File: config.mk
export PLATFORM = sky130hd
export DESIGN_NAME = regfile_wb_arbiter
export DESIGN_NICKNAME = d
export VERILOG_FILES = /design/src/rtl/regfile_wb_arbiter.sv
export SDC_FILE = /design/constraint.sdc
export NUM_CORES = 1
export LEC_CHECK = 0
export ABC_CLOCK_PERIOD_IN_PS = 2600
export BUFFER_PORTS_ARGS = -buffer_cell sky130_fd_sc_hd__buf_2
export CAP_MARGIN = 10
export CORE_MARGIN = 2
export CORE_UTILIZATION = 54
export DETAILED_ROUTE_END_ITERATION = 8
export PLACE_DENSITY_LB_ADDON = 0.2
export SLEW_MARGIN = 20
export SYNTH_ARGS = -nofsm -noshare
export SYNTH_HDL_FRONTEND = slang
export SYNTH_SLANG_ARGS = --single-unit
File: constraint.sdc
create_clock -name clk -period 2.6 [get_ports clk]
set_input_delay 0.13 -clock clk [delete_from_list [all_inputs] [get_ports clk]]
set_output_delay 0.13 -clock clk [all_outputs]
set_load 0.02 [all_outputs]
File: src/rtl/regfile_wb_arbiter.sv
// regfile_wb_arbiter
// Merges the ALU and load writeback channels into the single register-file
// write port. It also keeps a busy scoreboard for registers whose writeback
// is still outstanding.
//
// Each channel has one holding entry. The arbiter grants at most one entry
// per cycle. That grant is registered onto rf_wr/rf_rd/rf_rw at the same
// edge, so the register file sees the write one cycle later.
//
// Grant policy:
//   * Load entries are normally preferred.
//   * A 2-bit starve counter limits how many consecutive load grants the
//     ALU entry can lose. Once the counter reaches the limit, the ALU entry
//     is preferred until it is served.
//   * If both entries target the same rd, the older entry always wins, so
//     the two writes to that register stay in order.
//
// Optional feature (compile-time macro):
//   REGFILE_WB_BYPASS_EN - drive byp_* from the registered write port.
//                          When undefined, byp_* are tied to 0.
//
// Parameters:
//   STARVE_LIMIT - max consecutive load grants while an ALU entry waits (1-3)
//
// Ports:
//   clk, rst                      - clock (rising edge), async active-low reset
//   alu_req/rd/data, alu_ack      - ALU writeback channel
//   ld_req/rd/data, ld_ack        - load writeback channel
//   iss_valid, iss_rd             - issued instruction that will write iss_rd
//   rs_q, rt_q, rs_busy, rt_busy  - scoreboard query
//   rf_wr, rf_rd, rf_rw           - registered register-file write port
//   byp_rs_hit, byp_rt_hit,
//   byp_data                      - writeback bypass
module regfile_wb_arbiter #(
  parameter int STARVE_LIMIT = 3
) (
  input  logic        clk,
  input  logic        rst,
  input  logic        alu_req,
  input  logic [3:0]  alu_rd,
  input  logic [15:0] alu_data,
  output logic        alu_ack,
  input  logic        ld_req,
  input  logic [3:0]  ld_rd,
  input  logic [15:0] ld_data,
  output logic        ld_ack,
  input  logic        iss_valid,
  input  logic [3:0]  iss_rd,
  input  logic [3:0]  rs_q,
  input  logic [3:0]  rt_q,
  output logic        rs_busy,
  output logic        rt_busy,
  output logic        rf_wr,
  output logic [3:0]  rf_rd,
  output logic [15:0] rf_rw,
  output logic        byp_rs_hit,
  output logic        byp_rt_hit,
  output logic [15:0] byp_data
);

  localparam logic [1:0] LIMIT = 2'(STARVE_LIMIT);

  typedef enum logic {
    PRI_LD  = 1'b0,
    PRI_ALU = 1'b1
  } state_t;

  state_t      state, state_next;
  logic [1:0]  starve_cnt, starve_cnt_next;

  logic        ld_valid, alu_valid;
  logic [3:0]  ld_hold_rd, alu_hold_rd;
  logic [15:0] ld_hold_data, alu_hold_data;
  // Set when the ALU entry was captured before the current load entry.
  logic        alu_older;

  logic        grant_ld, grant_alu;
  logic        same_rd;
  logic        ld_take, alu_take;
  logic [15:0] busy, busy_next;

  assign same_rd  = ld_valid & alu_valid & (ld_hold_rd == alu_hold_rd);

  // An entry can accept new data in the same cycle it is being drained,
  // which keeps one write per cycle when a channel streams continuously.
  assign ld_ack   = ~ld_valid  | grant_ld;
  assign alu_ack  = ~alu_valid | grant_alu;
  assign ld_take  = ld_req  & ld_ack;
  assign alu_take = alu_req & alu_ack;

  // Grant selection plus next-state/starve-counter logic.
  always_comb begin
    grant_ld        = 1'b0;
    grant_alu       = 1'b0;
    state_next      = state;
    starve_cnt_next = starve_cnt;

    // Age ordering overrides the FSM when both entries target the same rd.
    if (same_rd) begin
      grant_alu = alu_older;
      grant_ld  = ~alu_older;
    end else if (ld_valid && alu_valid) begin
      grant_alu = (state == PRI_ALU);
      grant_ld  = (state == PRI_LD);
    end else begin
      grant_ld  = ld_valid;
      grant_alu = alu_valid;
    end

    case (state)
      PRI_LD: begin
        // The counter tracks consecutive load wins against a waiting ALU
        // entry. It restarts as soon as that entry is gone or served.
        if (!alu_valid || grant_alu) begin
          starve_cnt_next = 2'd0;
        end else if (grant_ld) begin
          starve_cnt_next = starve_cnt + 2'd1;
          if (starve_cnt + 2'd1 == LIMIT) begin
            state_next = PRI_ALU;
          end
        end
      end
      PRI_ALU: begin
        if (grant_alu || !alu_valid) begin
          state_next      = PRI_LD;
          starve_cnt_next = 2'd0;
        end
      end
      default: begin
        state_next      = PRI_LD;
        starve_cnt_next = 2'd0;
      end
    endcase
  end

  always_ff @(posedge clk or negedge rst) begin
    if (!rst) begin
      state      <= PRI_LD;
      starve_cnt <= 2'd0;
    end else begin
      state      <= state_next;
      starve_cnt <= starve_cnt_next;
    end
  end

  // Set wins over clear, so a register reissued on its own writeback edge
  // stays busy.
  always_comb begin
    busy_next = busy;
    if (grant_ld) begin
      busy_next[ld_hold_rd] = 1'b0;
    end else if (grant_alu) begin
      busy_next[alu_hold_rd] = 1'b0;
    end
    if (iss_valid) begin
      busy_next[iss_rd] = 1'b1;
    end
  end

  always_ff @(posedge clk or negedge rst) begin
    if (!rst) begin
      ld_valid      <= 1'b0;
      ld_hold_rd    <= 4'd0;
      ld_hold_data  <= 16'd0;
      alu_valid     <= 1'b0;
      alu_hold_rd   <= 4'd0;
      alu_hold_data <= 16'd0;
      alu_older     <= 1'b0;
      rf_wr         <= 1'b0;
      rf_rd         <= 4'd0;
      rf_rw         <= 16'd0;
      busy          <= 16'd0;
    end else begin
      if (ld_take) begin
        ld_valid     <= 1'b1;
        ld_hold_rd   <= ld_rd;
        ld_hold_data <= ld_data;
      end else if (grant_ld) begin
        ld_valid <= 1'b0;
      end

      if (alu_take) begin
        alu_valid     <= 1'b1;
        alu_hold_rd   <= alu_rd;
        alu_hold_data <= alu_data;
      end else if (grant_alu) begin
        alu_valid <= 1'b0;
      end

      // A new load entry is younger than an ALU entry that survives this
      // edge. A new ALU entry is never older than the load entry. When both
      // are captured together, the load counts as older.
      if (ld_take) begin
        alu_older <= alu_valid & ~grant_alu;
      end else if (alu_take) begin
        alu_older <= 1'b0;
      end

      if (grant_ld) begin
        rf_wr <= 1'b1;
        rf_rd <= ld_hold_rd;
        rf_rw <= ld_hold_data;
      end else if (grant_alu) begin
        rf_wr <= 1'b1;
        rf_rd <= alu_hold_rd;
        rf_rw <= alu_hold_data;
      end else begin
        rf_wr <= 1'b0;
      end

      busy <= busy_next;
    end
  end

  assign rs_busy = busy[rs_q];
  assign rt_busy = busy[rt_q];

`ifdef REGFILE_WB_BYPASS_EN
  // rf_wr and rf_rw are cleared by reset, so the bypass reads 0 in reset.
  assign byp_rs_hit = rf_wr & (rf_rd == rs_q);
  assign byp_rt_hit = rf_wr & (rf_rd == rt_q);
  assign byp_data   = rf_rw;
`else
  assign byp_rs_hit = 1'b0;
  assign byp_rt_hit = 1'b0;
  assign byp_data   = 16'd0;
`endif

endmodule

==> tab_implementation.tex <==
\begin{tabular}{lr}
\hline
Metric & Value \\
\hline
\multicolumn{2}{l}{\textbf{Run status}} \\
\quad Run status & complete, no violations \\
\multicolumn{2}{l}{\textbf{Power}} \\
\quad PwrDens & approximately 1200 nW/µm² \\
\quad Static Leakage & $\sim$2.2 nW \\
\quad Switch Pwr & roughly 2.2 mW \\
\quad Internal power component & approximately 3.6 mW \\
\quad Total power after layout & 5.868 mW \\
\quad Max IR drop VDD & $\sim$0.6 mV \\
\quad Proportion of power drawn by combinational gates & 40.2\% \\
\quad Switching share of power & between 30\% and 40\% \\
\quad Clk pwr share & between 10\% and 20\% \\
\quad Sequential group share of total power & between 40\% and 50\% \\
\multicolumn{2}{l}{\textbf{Timing}} \\
\quad Smallest setup slack after layout & $\sim$0.20 ns \\
\quad Final cycle utilization of the critical path & 92.22\% \\
\quad Worst Max-Slew Pin Slew & 0.7532 ns \\
\quad Fmax & between 0.4 and 0.5 GHz \\
\quad Final Max Slew Viols & 0 \\
\quad Clk\_skew & 0.009326 ns \\
\quad Worst hold slack & between 0.005 and 0.006 ns \\
\quad Tightest slew margin relative to the limit & between 40\% and 50\% \\
\quad Accumulated negative setup slack & 0 ns \\
\quad Final Critical Period & about 2.4 ns \\
\quad Final hold violations & 0 \\
\quad Unrepaired setup endpoints after global routing & no \\
\quad Final setup fails & 0 \\
\multicolumn{2}{l}{\textbf{Synth}} \\
\quad Total of warnings raised by yosys & 0 \\
\quad Number of enable flip-flop cells after synthesis & 0 \\
\quad Number of synthesized register bits & 83 \\
\quad Main synth FF type & sky130\_fd\_sc\_hd\_\_dfrtp\_1 \\
\quad Sequential fraction of the synthesis area & approximately 50\% \\
\quad Gate count of the mapped netlist & $\sim$340 \\
\quad Share of flip-flops with an asynchronous set or reset & between 90\% and 100\% \\
\quad Number of different library cells in the post-synthesis netlist & 45 \\
\quad Post-synthesis cell area & 4153 µm² \\
\quad Average cell area after synthesis & around 12 µm² \\
\multicolumn{2}{l}{\textbf{Worst setup path}} \\
\quad Count of buffering cells on the critical path with inverters included & 2 \\
\quad Maximum fanout count along the critical path & 19 \\
\quad Cell family with most CP delay & flip-flops \\
\quad Crit Reg-Reg Endpoint & ld\_hold\_data[8] \\
\quad Critical Path End Type & primary output \\
\quad Critical Path, Cell by Cell & xnor2\_1, and3\_4, nand2\_4, a21oi\_4, buf\_6, nand2\_1, buf\_2 \\
\quad Reg-to-Reg Start & alu\_hold\_rd[2] \\
\quad Depth of the worst register-to-register path & 6 \\
\quad Kind of start point of the critical path & flop \\
\quad Largest stage delay on the critical path & roughly 0.54 ns \\
\quad Cell with the largest stage delay on the worst path & sky130\_fd\_sc\_hd\_\_dfrtp\_1 \\
\quad Register-to-register setup slack & 0.32 ns \\
\quad Critical Path RT & about 2.5 ns \\
\quad Crit Path Category & reg2out \\
\quad Critical Path AT & 2.27 ns \\
\multicolumn{2}{l}{\textbf{GRT}} \\
\quad Initial antenna violation count & 0 \\
\quad Total gr overflow & 0 \\
\quad Largest net degree at the start of global routing & 84 \\
\quad Global-route wire length before repair & approximately 16,000 µm \\
\quad Via count of the first global-routing pass & $\sim$3,200 \\
\quad Overall fraction of global-route tracks in use & 23.92\% \\
\multicolumn{2}{l}{\textbf{Finish}} \\
\quad Layout cells sized above 1 & between 30\% and 40\% \\
\quad Fill cell instance count of the final layout & just under 600 \\
\quad Leading cell type in the layout, fill and taps excluded & sky130\_fd\_sc\_hd\_\_dfrtp\_1 \\
\quad Highest-count cells in the layout ignoring fill and taps & sky130\_fd\_sc\_hd\_\_dfrtp\_1, sky130\_fd\_sc\_hd\_\_buf\_2, sky130\_fd\_sc\_hd\_\_nor2\_1 \\
\quad Diodes inserted & 0 \\
\quad Synthesis-to-finish area growth & 20.28\% \\
\quad Final nets & about 500 \\
\multicolumn{2}{l}{\textbf{Die}} \\
\quad Initial core utilization & 56.65\% \\
\quad Area of the die & $\sim$8400 µm² \\
\quad IO Pins & 100 \\
\quad Core Area & $\sim$7300 µm² \\
\quad Floorplan die height & $\sim$92 µm \\
\quad Width of the die & between 90 and 100 µm \\
\quad Core Rows & 31 \\
\multicolumn{2}{l}{\textbf{Clock network}} \\
\quad Bufs on Longest Clock Path & 2 \\
\quad H-Tree Depth & 3 \\
\quad Clock-pin slew of the registers on the worst-case setup and hold paths & 0.09 ns \\
\quad Later-pin clock latency in the skew report & approximately 0.35 ns \\
\quad Clock buffer count from CTS & 9 \\
\quad Count of clock tree sinks & 83 \\
\quad Clock Root Buffer & sky130\_fd\_sc\_hd\_\_clkbuf\_8 \\
\quad TritonCTS clock tree & yes \\
\multicolumn{2}{l}{\textbf{Routing}} \\
\quad Drt first-iter violations & 181 \\
\quad Routed vias/inst & roughly 5.6 \\
\quad Number of routed nets with antenna violations & 0 \\
\quad Vias & slightly above 3,000 \\
\quad Wire length after detailed routing & between 9000 and 10,000 µm \\
\quad \# DRC & 0 \\
\quad Drt wl/cell & about 17 µm \\
\quad First drt pass iteration count & 5 \\
\multicolumn{2}{l}{\textbf{Placement}} \\
\quad I/O Buffers & 81 \\
\quad DPL Wire Length & 6623 µm \\
\quad Gpl congestion & roughly 0.9 \\
\quad Post-Place Setup Slack & between 0.3 and 0.4 ns \\
\multicolumn{2}{l}{\textbf{Hold path}} \\
\quad Worst hold start & ld\_data[15] \\
\quad Hold Path Sink & ld\_hold\_data[15] \\
\quad Number of cells on the worst hold path & 2 \\
\quad Worst hold-check path type & in2reg \\
\multicolumn{2}{l}{\textbf{Job}} \\
\quad Reported max-cap violation count & 0 \\
\hline
\end{tabular}
[stage by stage]
step	util (%)	area (µm²)	cells
final	68.13	4995	547
after detailed placement	61.92	4539	511
after global placement	61.92	4539	511
after floorplan	-	4217	361
after CTS	67.52	4950	544
after global routing	68.13	4995	547
[worst register-to-register path, stage by stage (launching register included)]
cell and delay, ns:
sky130_fd_sc_hd__dfrtp_1 0.54, sky130_fd_sc_hd__xnor2_1 0.28, sky130_fd_sc_hd__and3_4 0.25, sky130_fd_sc_hd__nand3_1 0.19, sky130_fd_sc_hd__a31oi_2 0.26, sky130_fd_sc_hd__buf_4 0.28
sky130_fd_sc_hd__mux2_1 0.36
[state kept, by name (all words and copies together), names as in the netlist]
signal	count
alu_older	1
rf_wr	1
ld_hold_data	16
alu_hold_data	16
ld_hold_rd	4
state	1
alu_valid	1
rf_rw	16
starve_cnt	2
busy	16
alu_hold_rd	4
ld_valid	1
rf_rd	4
[routing by layer]
| layer | routed length [µm] | GRT usage [%] | vias up |
|---|---|---|---|
| li1 | - | - | 1436 |
| met4 | 110 | 7.587 | 0 |
| met5 | 0 | 0 | - |
| met2 | 4790 | 39.95 | 97 |
| met1 | 4035 | 31.58 | 1524 |
| met3 | 503 | 5.012 | 13 |
[logic make-up (layout without fill, tap and decap cells)]
kind of cell / Yosys count / count (layout) / synth area share [%]
buf+inv: 42 / 129 / 6.779
flops: 83 / 83 / 50.02
fa+ha+maj: 1 / 1 / 0.3012
xor+xnor: 5 / 5 / 1.416
simple gates: 110 / 110 / 14.67
compound gates: 50 / 50 / 9.642
other cells: 1 / 18 / 0.09030
mux: 52 / 52 / 17.08
[area by class of cell]
cell class,count,area [µm²],share of cell area [%]
clock buffers,10,127.6,2.555
clock inverters,6,112.6,2.255
inverters,8,30.03,0.6012
multi-input cells,236,1866,37.35
flip-flops and latches,83,2077,41.58
well taps,99,123.9,2.480
repair buffers,105,658.1,13.18
[synthesized netlist by cell type, types with 4 or more instances]
cell | count | area, µm²
sky130_fd_sc_hd__mux2_1 | 22 | 247.7
sky130_fd_sc_hd__buf_4 | 24 | 180.2
sky130_fd_sc_hd__nand3_1 | 7 | 35.03
sky130_fd_sc_hd__inv_1 | 7 | 26.28
sky130_fd_sc_hd__mux2_2 | 19 | 214.0
sky130_fd_sc_hd__a32o_1 | 16 | 160.2
sky130_fd_sc_hd__nand4_1 | 6 | 37.54
sky130_fd_sc_hd__mux4_2 | 10 | 225.2
sky130_fd_sc_hd__nand3b_1 | 4 | 30.03
sky130_fd_sc_hd__nand2_1 | 10 | 37.54
sky130_fd_sc_hd__and4_1 | 4 | 35.03
sky130_fd_sc_hd__nand2b_1 | 6 | 37.54
sky130_fd_sc_hd__buf_6 | 4 | 45.04
sky130_fd_sc_hd__nor2_1 | 44 | 165.2
sky130_fd_sc_hd__or3_1 | 10 | 62.56
sky130_fd_sc_hd__o22ai_1 | 18 | 112.6
sky130_fd_sc_hd__dfrtp_1 | 83 | 2077
sky130_fd_sc_hd__nand4b_1 | 8 | 70.07
sky130_fd_sc_hd__a21oi_1 | 4 | 20.02
[power groups by stage]
stage                     logic, mW  registers [mW]  clock network (mW)
after detailed placement       2.33            2.42                   0
after CTS                      2.35            2.40                1.12
after global placement         2.26            2.38                   0
final                          2.36            2.40                1.11
after floorplan                1.72            2.41                   0
after global routing           2.57            2.50                1.18
[repair_timing]
action,4_1_cts,5_1_grt
hold buffers,17,3
hold endpoints to repair,26,3
setup endpoints to repair,0,1
gates resized for setup,0,2
setup buffers,0,0
[worst max-delay path by stage]
stage	start	endpoint	slack, ns	depth (start not counted)
after floorplan	ld_hold_rd[3]	ld_hold_data[2]	0.69	7
after global placement	alu_hold_rd[2]	ld_hold_rd[2]	0.44	6
after detailed placement	alu_hold_rd[2]	ld_hold_data[8]	0.35	6
after CTS	alu_hold_rd[2]	ld_ack	0.04	7
after global routing	alu_hold_rd[2]	ld_ack	0.009	7
final	alu_hold_rd[2]	ld_ack	0.20	7
No activity file was read; power rests on OpenSTA's default activity.
